<file path="src/rtl/axi_burst_ptgen_master.sv">
// AXI4 pattern-test master: writes NUM_BURSTS INCR bursts of an incrementing or LFSR
// pattern, reads them back, and counts mismatched beats and bad responses.
module axi_burst_ptgen_master #(
    parameter int C_M_AXI_ADDR_WIDTH = 32,
    parameter int C_M_AXI_DATA_WIDTH = 32,
    parameter int C_M_AXI_ID_WIDTH   = 1,
    parameter int C_M_AXI_BURST_LEN  = 16,
    parameter int C_NUM_BURSTS       = 4,
    parameter logic [C_M_AXI_ADDR_WIDTH-1:0] C_TARGET_BASE_ADDR = 32'h4000_0000
) (
    input  logic                            ACLK,
    input  logic                            ARESET,
    input  logic                            INIT_AXI_TXN,
    input  logic                            PATTERN_MODE,
    input  logic [31:0]                     PATTERN_SEED,
    output logic                            TXN_DONE,
    output logic                            ERROR,
    output logic [15:0]                     ERR_COUNT,
    output logic [2:0]                      dbg_state,
    output logic [C_M_AXI_ID_WIDTH-1:0]     M_AXI_AWID,
    output logic [C_M_AXI_ADDR_WIDTH-1:0]   M_AXI_AWADDR,
    output logic [7:0]                      M_AXI_AWLEN,
    output logic [2:0]                      M_AXI_AWSIZE,
    output logic [1:0]                      M_AXI_AWBURST,
    output logic                            M_AXI_AWLOCK,
    output logic [3:0]                      M_AXI_AWCACHE,
    output logic [2:0]                      M_AXI_AWPROT,
    output logic [3:0]                      M_AXI_AWQOS,
    output logic [0:0]                      M_AXI_AWUSER,
    output logic                            M_AXI_AWVALID,
    input  logic                            M_AXI_AWREADY,
    output logic [C_M_AXI_DATA_WIDTH-1:0]   M_AXI_WDATA,
    output logic [C_M_AXI_DATA_WIDTH/8-1:0] M_AXI_WSTRB,
    output logic                            M_AXI_WLAST,
    output logic [0:0]                      M_AXI_WUSER,
    output logic                            M_AXI_WVALID,
    input  logic                            M_AXI_WREADY,
    input  logic [C_M_AXI_ID_WIDTH-1:0]     M_AXI_BID,
    input  logic [1:0]                      M_AXI_BRESP,
    input  logic                            M_AXI_BVALID,
    output logic                            M_AXI_BREADY,
    output logic [C_M_AXI_ID_WIDTH-1:0]     M_AXI_ARID,
    output logic [C_M_AXI_ADDR_WIDTH-1:0]   M_AXI_ARADDR,
    output logic [7:0]                      M_AXI_ARLEN,
    output logic [2:0]                      M_AXI_ARSIZE,
    output logic [1:0]                      M_AXI_ARBURST,
    output logic                            M_AXI_ARLOCK,
    output logic [3:0]                      M_AXI_ARCACHE,
    output logic [2:0]                      M_AXI_ARPROT,
    output logic [3:0]                      M_AXI_ARQOS,
    output logic [0:0]                      M_AXI_ARUSER,
    output logic                            M_AXI_ARVALID,
    input  logic                            M_AXI_ARREADY,
    input  logic [C_M_AXI_ID_WIDTH-1:0]     M_AXI_RID,
    input  logic [C_M_AXI_DATA_WIDTH-1:0]   M_AXI_RDATA,
    input  logic [1:0]                      M_AXI_RRESP,
    input  logic                            M_AXI_RLAST,
    input  logic                            M_AXI_RVALID,
    output logic                            M_AXI_RREADY
);

    localparam int DW     = C_M_AXI_DATA_WIDTH;
    localparam int AW     = C_M_AXI_ADDR_WIDTH;
    localparam int NBYTES = DW / 8;
    localparam int LANES  = DW / 32;
    localparam int CNT_W  = $clog2(C_NUM_BURSTS) + 1;
    localparam logic [8:0]       LAST_BEAT   = 9'(C_M_AXI_BURST_LEN - 1);
    localparam logic [CNT_W-1:0] LAST_BURST  = CNT_W'(C_NUM_BURSTS - 1);
    localparam logic [AW-1:0]    BURST_BYTES = AW'(C_M_AXI_BURST_LEN * NBYTES);

    typedef enum logic [2:0] {
        S_IDLE, S_WR_ADDR, S_WR_DATA, S_WR_RESP, S_RD_ADDR, S_RD_DATA, S_DONE
    } state_t;

    // Galois LFSR x^32+x^22+x^2+x+1 (right-shifting) or plain increment.
    function automatic logic [31:0] pat_step(input logic mode, input logic [31:0] v);
        if (mode)
            return {1'b0, v[31:1]} ^ (v[0] ? 32'h8020_0003 : 32'h0);
        else
            return v + 32'd1;
    endfunction

    function automatic logic [DW-1:0] expand(input logic [31:0] w);
        logic [DW-1:0] r;
        r = '0;
        for (int i = 0; i < LANES; i++)
            r[i*32 +: 32] = w ^ 32'(i);
        return r;
    endfunction

    state_t            state_q, state_d;
    logic              init_q, init_d;
    logic              mode_q, mode_d;
    logic [31:0]       wr_pat_q, wr_pat_d;
    logic [31:0]       rd_pat_q, rd_pat_d;
    logic [8:0]        beat_q, beat_d;
    logic [CNT_W-1:0]  burst_q, burst_d;
    logic [15:0]       err_cnt_q, err_cnt_d;
    logic              error_q, error_d;

    logic aw_valid, w_valid, b_ready, ar_valid, r_ready, done;
    logic start, last_beat, last_burst, rd_end, rd_mismatch, err_event;
    logic [31:0] seed_init;
    logic unused_ids;

    assign unused_ids  = ^{M_AXI_BID, M_AXI_RID};
    assign start       = INIT_AXI_TXN && !init_q && (state_q == S_IDLE || state_q == S_DONE);
    assign last_beat   = (beat_q == LAST_BEAT);
    assign last_burst  = (burst_q == LAST_BURST);
    assign rd_end      = M_AXI_RLAST || last_beat;
    assign rd_mismatch = (M_AXI_RDATA != expand(rd_pat_q));
    assign seed_init   = (PATTERN_MODE && PATTERN_SEED == 32'd0) ? 32'd1 : PATTERN_SEED;

    always_ff @(posedge ACLK) begin
        if (ARESET)
            state_q <= S_IDLE;
        else
            state_q <= state_d;
    end

    always_comb begin
        state_d = state_q;
        case (state_q)
            S_IDLE, S_DONE: if (start) state_d = S_WR_ADDR;
            S_WR_ADDR:      if (M_AXI_AWREADY) state_d = S_WR_DATA;
            S_WR_DATA:      if (M_AXI_WREADY && last_beat) state_d = S_WR_RESP;
            S_WR_RESP:      if (M_AXI_BVALID) state_d = last_burst ? S_RD_ADDR : S_WR_ADDR;
            S_RD_ADDR:      if (M_AXI_ARREADY) state_d = S_RD_DATA;
            S_RD_DATA:      if (M_AXI_RVALID && rd_end) state_d = last_burst ? S_DONE : S_RD_ADDR;
            default:        state_d = S_IDLE;
        endcase
    end

    always_comb begin
        aw_valid = 1'b0;
        w_valid  = 1'b0;
        b_ready  = 1'b0;
        ar_valid = 1'b0;
        r_ready  = 1'b0;
        done     = 1'b0;
        case (state_q)
            S_WR_ADDR: aw_valid = 1'b1;
            S_WR_DATA: w_valid  = 1'b1;
            S_WR_RESP: b_ready  = 1'b1;
            S_RD_ADDR: ar_valid = 1'b1;
            S_RD_DATA: r_ready  = 1'b1;
            S_DONE:    done     = 1'b1;
            default:   ;
        endcase
    end

    always_comb begin
        init_d    = INIT_AXI_TXN;
        mode_d    = mode_q;
        wr_pat_d  = wr_pat_q;
        rd_pat_d  = rd_pat_q;
        beat_d    = beat_q;
        burst_d   = burst_q;
        err_cnt_d = err_cnt_q;
        error_d   = error_q;
        err_event = 1'b0;
        if (start) begin
            mode_d    = PATTERN_MODE;
            wr_pat_d  = seed_init;
            rd_pat_d  = seed_init;
            beat_d    = '0;
            burst_d   = '0;
            err_cnt_d = '0;
            error_d   = 1'b0;
        end
        case (state_q)
            S_WR_DATA: if (M_AXI_WREADY) begin
                wr_pat_d = pat_step(mode_q, wr_pat_q);
                beat_d   = last_beat ? 9'd0 : beat_q + 9'd1;
            end
            S_WR_RESP: if (M_AXI_BVALID) begin
                burst_d   = last_burst ? '0 : burst_q + 1'b1;
                err_event = (M_AXI_BRESP != 2'b00);
            end
            S_RD_DATA: if (M_AXI_RVALID) begin
                rd_pat_d = pat_step(mode_q, rd_pat_q);
                // An early RLAST still closes the burst; a late one is caught by the beat count.
                if (rd_end) begin
                    beat_d  = 9'd0;
                    burst_d = last_burst ? burst_q : burst_q + 1'b1;
                end else begin
                    beat_d  = beat_q + 9'd1;
                end
                err_event = (M_AXI_RRESP != 2'b00) || rd_mismatch || (M_AXI_RLAST != last_beat);
            end
            default: ;
        endcase
        if (err_event) begin
            error_d = 1'b1;
            if (err_cnt_q != 16'hFFFF)
                err_cnt_d = err_cnt_q + 16'd1;
        end
    end

    always_ff @(posedge ACLK) begin
        if (ARESET) begin
            init_q    <= 1'b0;
            mode_q    <= 1'b0;
            wr_pat_q  <= '0;
            rd_pat_q  <= '0;
            beat_q    <= '0;
            burst_q   <= '0;
            err_cnt_q <= '0;
            error_q   <= 1'b0;
        end else begin
            init_q    <= init_d;
            mode_q    <= mode_d;
            wr_pat_q  <= wr_pat_d;
            rd_pat_q  <= rd_pat_d;
            beat_q    <= beat_d;
            burst_q   <= burst_d;
            err_cnt_q <= err_cnt_d;
            error_q   <= error_d;
        end
    end

    assign TXN_DONE  = done;
    assign ERROR     = error_q;
    assign ERR_COUNT = err_cnt_q;
    assign dbg_state = state_q;

    assign M_AXI_AWID    = '0;
    assign M_AXI_AWADDR  = C_TARGET_BASE_ADDR + AW'(burst_q) * BURST_BYTES;
    assign M_AXI_AWLEN   = 8'(C_M_AXI_BURST_LEN - 1);
    assign M_AXI_AWSIZE  = 3'($clog2(NBYTES));
    assign M_AXI_AWBURST = 2'b01;
    assign M_AXI_AWLOCK  = 1'b0;
    assign M_AXI_AWCACHE = 4'b0011;
    assign M_AXI_AWPROT  = 3'b000;
    assign M_AXI_AWQOS   = 4'b0000;
    assign M_AXI_AWUSER  = 1'b0;
    assign M_AXI_AWVALID = aw_valid;

    assign M_AXI_WDATA   = expand(wr_pat_q);
    assign M_AXI_WSTRB   = '1;
    assign M_AXI_WLAST   = w_valid && last_beat;
    assign M_AXI_WUSER   = 1'b0;
    assign M_AXI_WVALID  = w_valid;
    assign M_AXI_BREADY  = b_ready;

    assign M_AXI_ARID    = '0;
    assign M_AXI_ARADDR  = C_TARGET_BASE_ADDR + AW'(burst_q) * BURST_BYTES;
    assign M_AXI_ARLEN   = 8'(C_M_AXI_BURST_LEN - 1);
    assign M_AXI_ARSIZE  = 3'($clog2(NBYTES));
    assign M_AXI_ARBURST = 2'b01;
    assign M_AXI_ARLOCK  = 1'b0;
    assign M_AXI_ARCACHE = 4'b0011;
    assign M_AXI_ARPROT  = 3'b000;
    assign M_AXI_ARQOS   = 4'b0000;
    assign M_AXI_ARUSER  = 1'b0;
    assign M_AXI_ARVALID = ar_valid;
    assign M_AXI_RREADY  = r_ready;

endmodule

</file>
<file path="config.mk">
export PLATFORM = sky130hd
export DESIGN_NAME = axi_burst_ptgen_master
export DESIGN_NICKNAME = d
export VERILOG_FILES = /design/src/rtl/axi_burst_ptgen_master.sv
export SDC_FILE = /design/constraint.sdc
export NUM_CORES = 1
export LEC_CHECK = 0
export BUFFER_PORTS_ARGS = -buffer_cell sky130_fd_sc_hd__buf_2
export CORE_ASPECT_RATIO = 1.4
export CORE_MARGIN = 3
export CORE_UTILIZATION = 27
export CTS_CLUSTER_DIAMETER = 50
export DETAILED_ROUTE_END_ITERATION = 16
export PLACE_DENSITY = 0.55
export SLEW_MARGIN = 20
export SYNTH_ARGS = -nofsm -noshare
export SYNTH_HDL_FRONTEND = slang
export SYNTH_SLANG_ARGS = --single-unit
</file>
<file path="constraint.sdc">
create_clock -name ACLK -period 7.1 [get_ports ACLK]
set_input_delay 0 -clock ACLK [delete_from_list [all_inputs] [get_ports ACLK]]
set_output_delay 0 -clock ACLK [all_outputs]
set_load 0.01 [all_outputs]
</file>
==> results.txt <==
The flow ran to the end, and the final reports show no timing, DRC or antenna violations. The congestion estimate from routability-driven global placement came to 0.825. The die outline area came out at 31800 um2. The total power divided by cell area is about 180 nW/um2. The worst stage delay on the critical path is 680 ps.

The clock passes through at most 2 buffers. The power share of the clock group is 30.0%. The final layout contains routed wiring with a total length of ~26 mm.

The setup slack of the critical path after layout is 4000 ps. The area of the multi-input gates came out at 5180 um2. The final hold violation count came out at 0. The iteration-0 DRC count of the detailed router came out at 457. The internal reg-to-reg setup slack is about 4000 ps.

The worst setup path is of the register to register kind. The final-layout worst hold slack came out at around 14 ps. The number of standard cells in the layout, taps in and fillers out came out at 1528. For the worst setup path, the data required time is about 7400 ps. The cell area reported after detailed placement is 8450 um2. The number of placed I/O pins is about 260. The average routed wire per standard cell is around 17 um. The maximum number of pins on one net before global-route repair came out at 81. The share of total power dissipated in combinational logic is 25.3%. The number of global-route vias before repair is 6911.

The library cells used most frequently in the layout, excluding fill and tap cells, are sky130_fd_sc_hd__buf_2 (142), sky130_fd_sc_hd__nand2_1 (135), sky130_fd_sc_hd__conb_1 (117). The number of buffers inserted during clock tree synthesis came out at 9. Measured in cells, the most critical reg-to-reg path has a length of 5.

For this run, the total global-route usage over all layers was measured as approximately 16%. The number of nets with antenna violations after routing is 0. The relative slew slack is roughly 35%. The post-synthesis cell type count is 73. On the final layout, the worst clock skew is 14.1 ps.

The netlist area before placement came out at 8010 um2. The worst-path maximum fanout is 50. The net total in the final layout came out at ~1.2k. The max-slew violation total from the final report is 0. The number of buffers inserted to repair setup after CTS is 0. The destination of the worst register-to-register timing path is beat_q[8]$_SDFF_PP0_. Setup repair after global routing left no endpoint under its margin.

The endpoint kind of the worst setup timing path is a register. The total overflow reported by the global router came out at 0. The summed area of non-filler cells in the final layout is between 8000 and 9000 um2. The length of the first detailed-routing pass in iterations is 5. The register bit count reported by yosys came out at 98. The sequential cell area is 1960 um2. The count of final setup violators is 0. The switching power of the nets is approximately 0.59 mW. Among all flip-flop cells after synthesis, the most frequent one is sky130_fd_sc_hd__dfxtp_1. The worst hold path terminates at rd_pat_q[26]$_SDFF_PP0_. The DRC violation count after routing came out at 0. The clock transition at the registers of the reported paths came out at approximately 70 ps. Derived from the worst setup path, the maximum achievable clock frequency is around 0.32 GHz. The starting density of the core came out at 27.4%. The internal power is 1.00 mW.

The number of antenna diodes in the final layout is 0. The max-cap check violation count came out at 0. The hold-critical path depth is 3. The global-route wire length before repair is 40.1 mm. The final-layout setup total negative slack is 0 ps.

Compared with the post-synthesis result, the final layout area differs by 9.78%. The number of buffers inserted by port buffering is 142. Sequential elements use between 20% and 30% of the synthesized area. The worst hold path class is input pin to register. In this design, the largest share of critical-path delay is due to simple AND/OR/NAND/NOR gates. In this run, flip-flops and latches consume between 40% and 50% of the power. The switching share of total power is between 30% and 40%. The signal on the critical path passes through xor2_1 -> or3_2 -> buf_4 -> nand3_1 -> a311oi_1. The synthesized instance count is 1059.

The chip width is 152 um. The number of buffers and inverters on the critical path is 1. The critical path data arrival time is 3350 ps. The worst min-delay path startpoint is PATTERN_SEED[26]. The startpoint class of the critical path is a register.

The final critical path takes up 43.6% of the cycle. The library cell used most frequently in the layout, excluding fill and tap cells, is sky130_fd_sc_hd__buf_2. Summing internal, switching and leakage power gives 1.59 mW. The number of warnings issued by yosys came out at 0.

The pin slew with the least headroom to its limit came out at 981 ps. The leakage power figure is 3.49 nW. The minimum clock period is 3100 ps. The via-per-instance ratio came out at 5.05. The standard-cell row count is 74. The number of synthesized flops with an enable pin came out at 0. The placed wire-length estimate after detailed placement is about 20 mm.

Dividing the synthesized area by the synthesized cell count gives 7.56 um2. On the critical path, the stage with the largest delay is an instance of sky130_fd_sc_hd__or3_2. The reg-to-reg startpoint is dbg_state[2]$_SDFFE_PP0P_. Counting flops with an async set or reset pin after synthesis yields a share of 0%. The maximum vdd ir drop is 115 uV. OpenSTA, run right after detailed placement, puts the worst setup slack at 3990 ps. The number of antenna violations at the first check in global routing came to 4. The number of levels in the clock H-tree is 3. The number of cells in the design after placement is 1505. The ratio of cells with drive above 1 in the final layout is 17.2%. The placeable core region came out at 29200 um2.

The clock tree root driver cell is sky130_fd_sc_hd__clkbuf_16. The insertion delay of the later-clocked pin in the worst-skew pair is 350 ps. TritonCTS built the clock tree. Once layout is complete, the utilization of the core stands at 30.1%. The die is 210 um tall. The clock net sink count came out at 98. Fill cells in the final layout number 3200.

The total via count after detailed routing came out at 7716.
registers in the layout (all words and copies together) (netlist names):
signal and flops:
M_AXI_WDATA 32, dbg_state 3, beat_q 9, ERROR 1, mode_q 1, burst_q 3
rd_pat_q 32, init_q 1, ERR_COUNT 16
synthesized netlist by cell type (6+ instances only):
cell	count	area share, %
sky130_fd_sc_hd__xnor2_1	36	3.9
sky130_fd_sc_hd__a311oi_1	26	2.8
sky130_fd_sc_hd__nand4_1	21	1.6
sky130_fd_sc_hd__o211ai_1	23	2.2
sky130_fd_sc_hd__a31o_2	6	0.66
sky130_fd_sc_hd__a211o_1	6	0.66
sky130_fd_sc_hd__nand2_1	135	6.3
sky130_fd_sc_hd__o21ai_0	25	1.6
sky130_fd_sc_hd__or3_1	17	1.3
sky130_fd_sc_hd__buf_2	18	1.1
sky130_fd_sc_hd__clkbuf_1	44	2.1
sky130_fd_sc_hd__buf_1	7	0.33
sky130_fd_sc_hd__and3_1	24	1.9
sky130_fd_sc_hd__a21oi_1	46	2.9
sky130_fd_sc_hd__ha_1	8	1.3
sky130_fd_sc_hd__nor2b_1	12	0.94
sky130_fd_sc_hd__and2_1	9	0.70
sky130_fd_sc_hd__nor3_1	19	1.2
sky130_fd_sc_hd__nor3b_1	9	0.84
sky130_fd_sc_hd__nor4_1	20	1.6
sky130_fd_sc_hd__a211oi_1	44	4.1
sky130_fd_sc_hd__nand3_1	50	3.1
sky130_fd_sc_hd__xor2_1	57	6.2
sky130_fd_sc_hd__buf_4	125	12
sky130_fd_sc_hd__dfxtp_1	98	25
sky130_fd_sc_hd__nand2b_1	12	0.94
sky130_fd_sc_hd__nor2_1	58	2.7
sky130_fd_sc_hd__inv_1	12	0.56
worst min-delay path: cells and delay by family:
family	cells	cell delay [ps]
AO/OA/AOI/OAI	1	140
buffers and inverters	1	120
multiplexers	1	70
power by group through the flow:
stage	logic, mW	registers (mW)	clock network, mW
after floorplan	0.353	0.670	0
after global placement	0.397	0.725	0
after detailed placement	0.400	0.724	0
after CTS	0.405	0.712	0.491
after global routing	0.451	0.724	0.510
final	0.402	0.711	0.478
timing repair:
item / in CTS / in global routing
gates resized for setup: 0 / 0
hold buffers: 7 / 0
endpoints found under the setup margin: 0 / 0
endpoints found under the hold margin: 11 / 0
routing by layer:
layer / share of wire [%] / vias up / global-route usage [%]
met4: 2.4 / 8 / 5.12
met2: 52 / 304 / 28.9
met5: 0.22 / - / 0
li1: - / 3726 / -
met3: 6.4 / 35 / 2.57
met1: 39 / 3643 / 19.0
logic make-up (layout without fill, tap and decap cells):
group	count (synthesis)	in the layout	synth area share (%)
XOR/XNOR	93	93	10.2
multiplexers	5	5	0.625
flip-flops	98	98	24.5
buffers and inverters	213	187	16.3
other	2	117	0.0938
AND/OR/NAND/NOR	427	427	28.0
AO/OA/AOI/OAI	213	213	19.0
adder cells (fa/ha/maj)	8	8	1.25
area by class of cell:
class | count | area share (%)
flip-flops and latches | 98 | 22.3
multi-input cells | 863 | 59.0
clock buffers | 12 | 2.80
repair buffers | 157 | 9.57
well taps | 380 | 5.41
inverters | 14 | 0.598
clock inverters | 4 | 0.299
worst max path at each step:
stage,startpoint,endpoint,slack [ps],depth (start not counted)
after global routing,dbg_state[2]$_SDFFE_PP0P_,beat_q[3]$_SDFF_PP0_,3740,7
after detailed placement,beat_q[6]$_SDFF_PP0_,ERR_COUNT[8]$_SDFF_PP0_,3990,10
after global placement,beat_q[6]$_SDFF_PP0_,ERR_COUNT[8]$_SDFF_PP0_,4000,10
after floorplan,beat_q[6]$_SDFF_PP0_,ERR_COUNT[11]$_SDFF_PP0_,4500,11
final,dbg_state[2]$_SDFFE_PP0P_,beat_q[8]$_SDFF_PP0_,4000,5
after CTS,beat_q[6]$_SDFF_PP0_,ERR_COUNT[8]$_SDFF_PP0_,3950,10
Note: power is estimated with default switching activity, not from simulation.
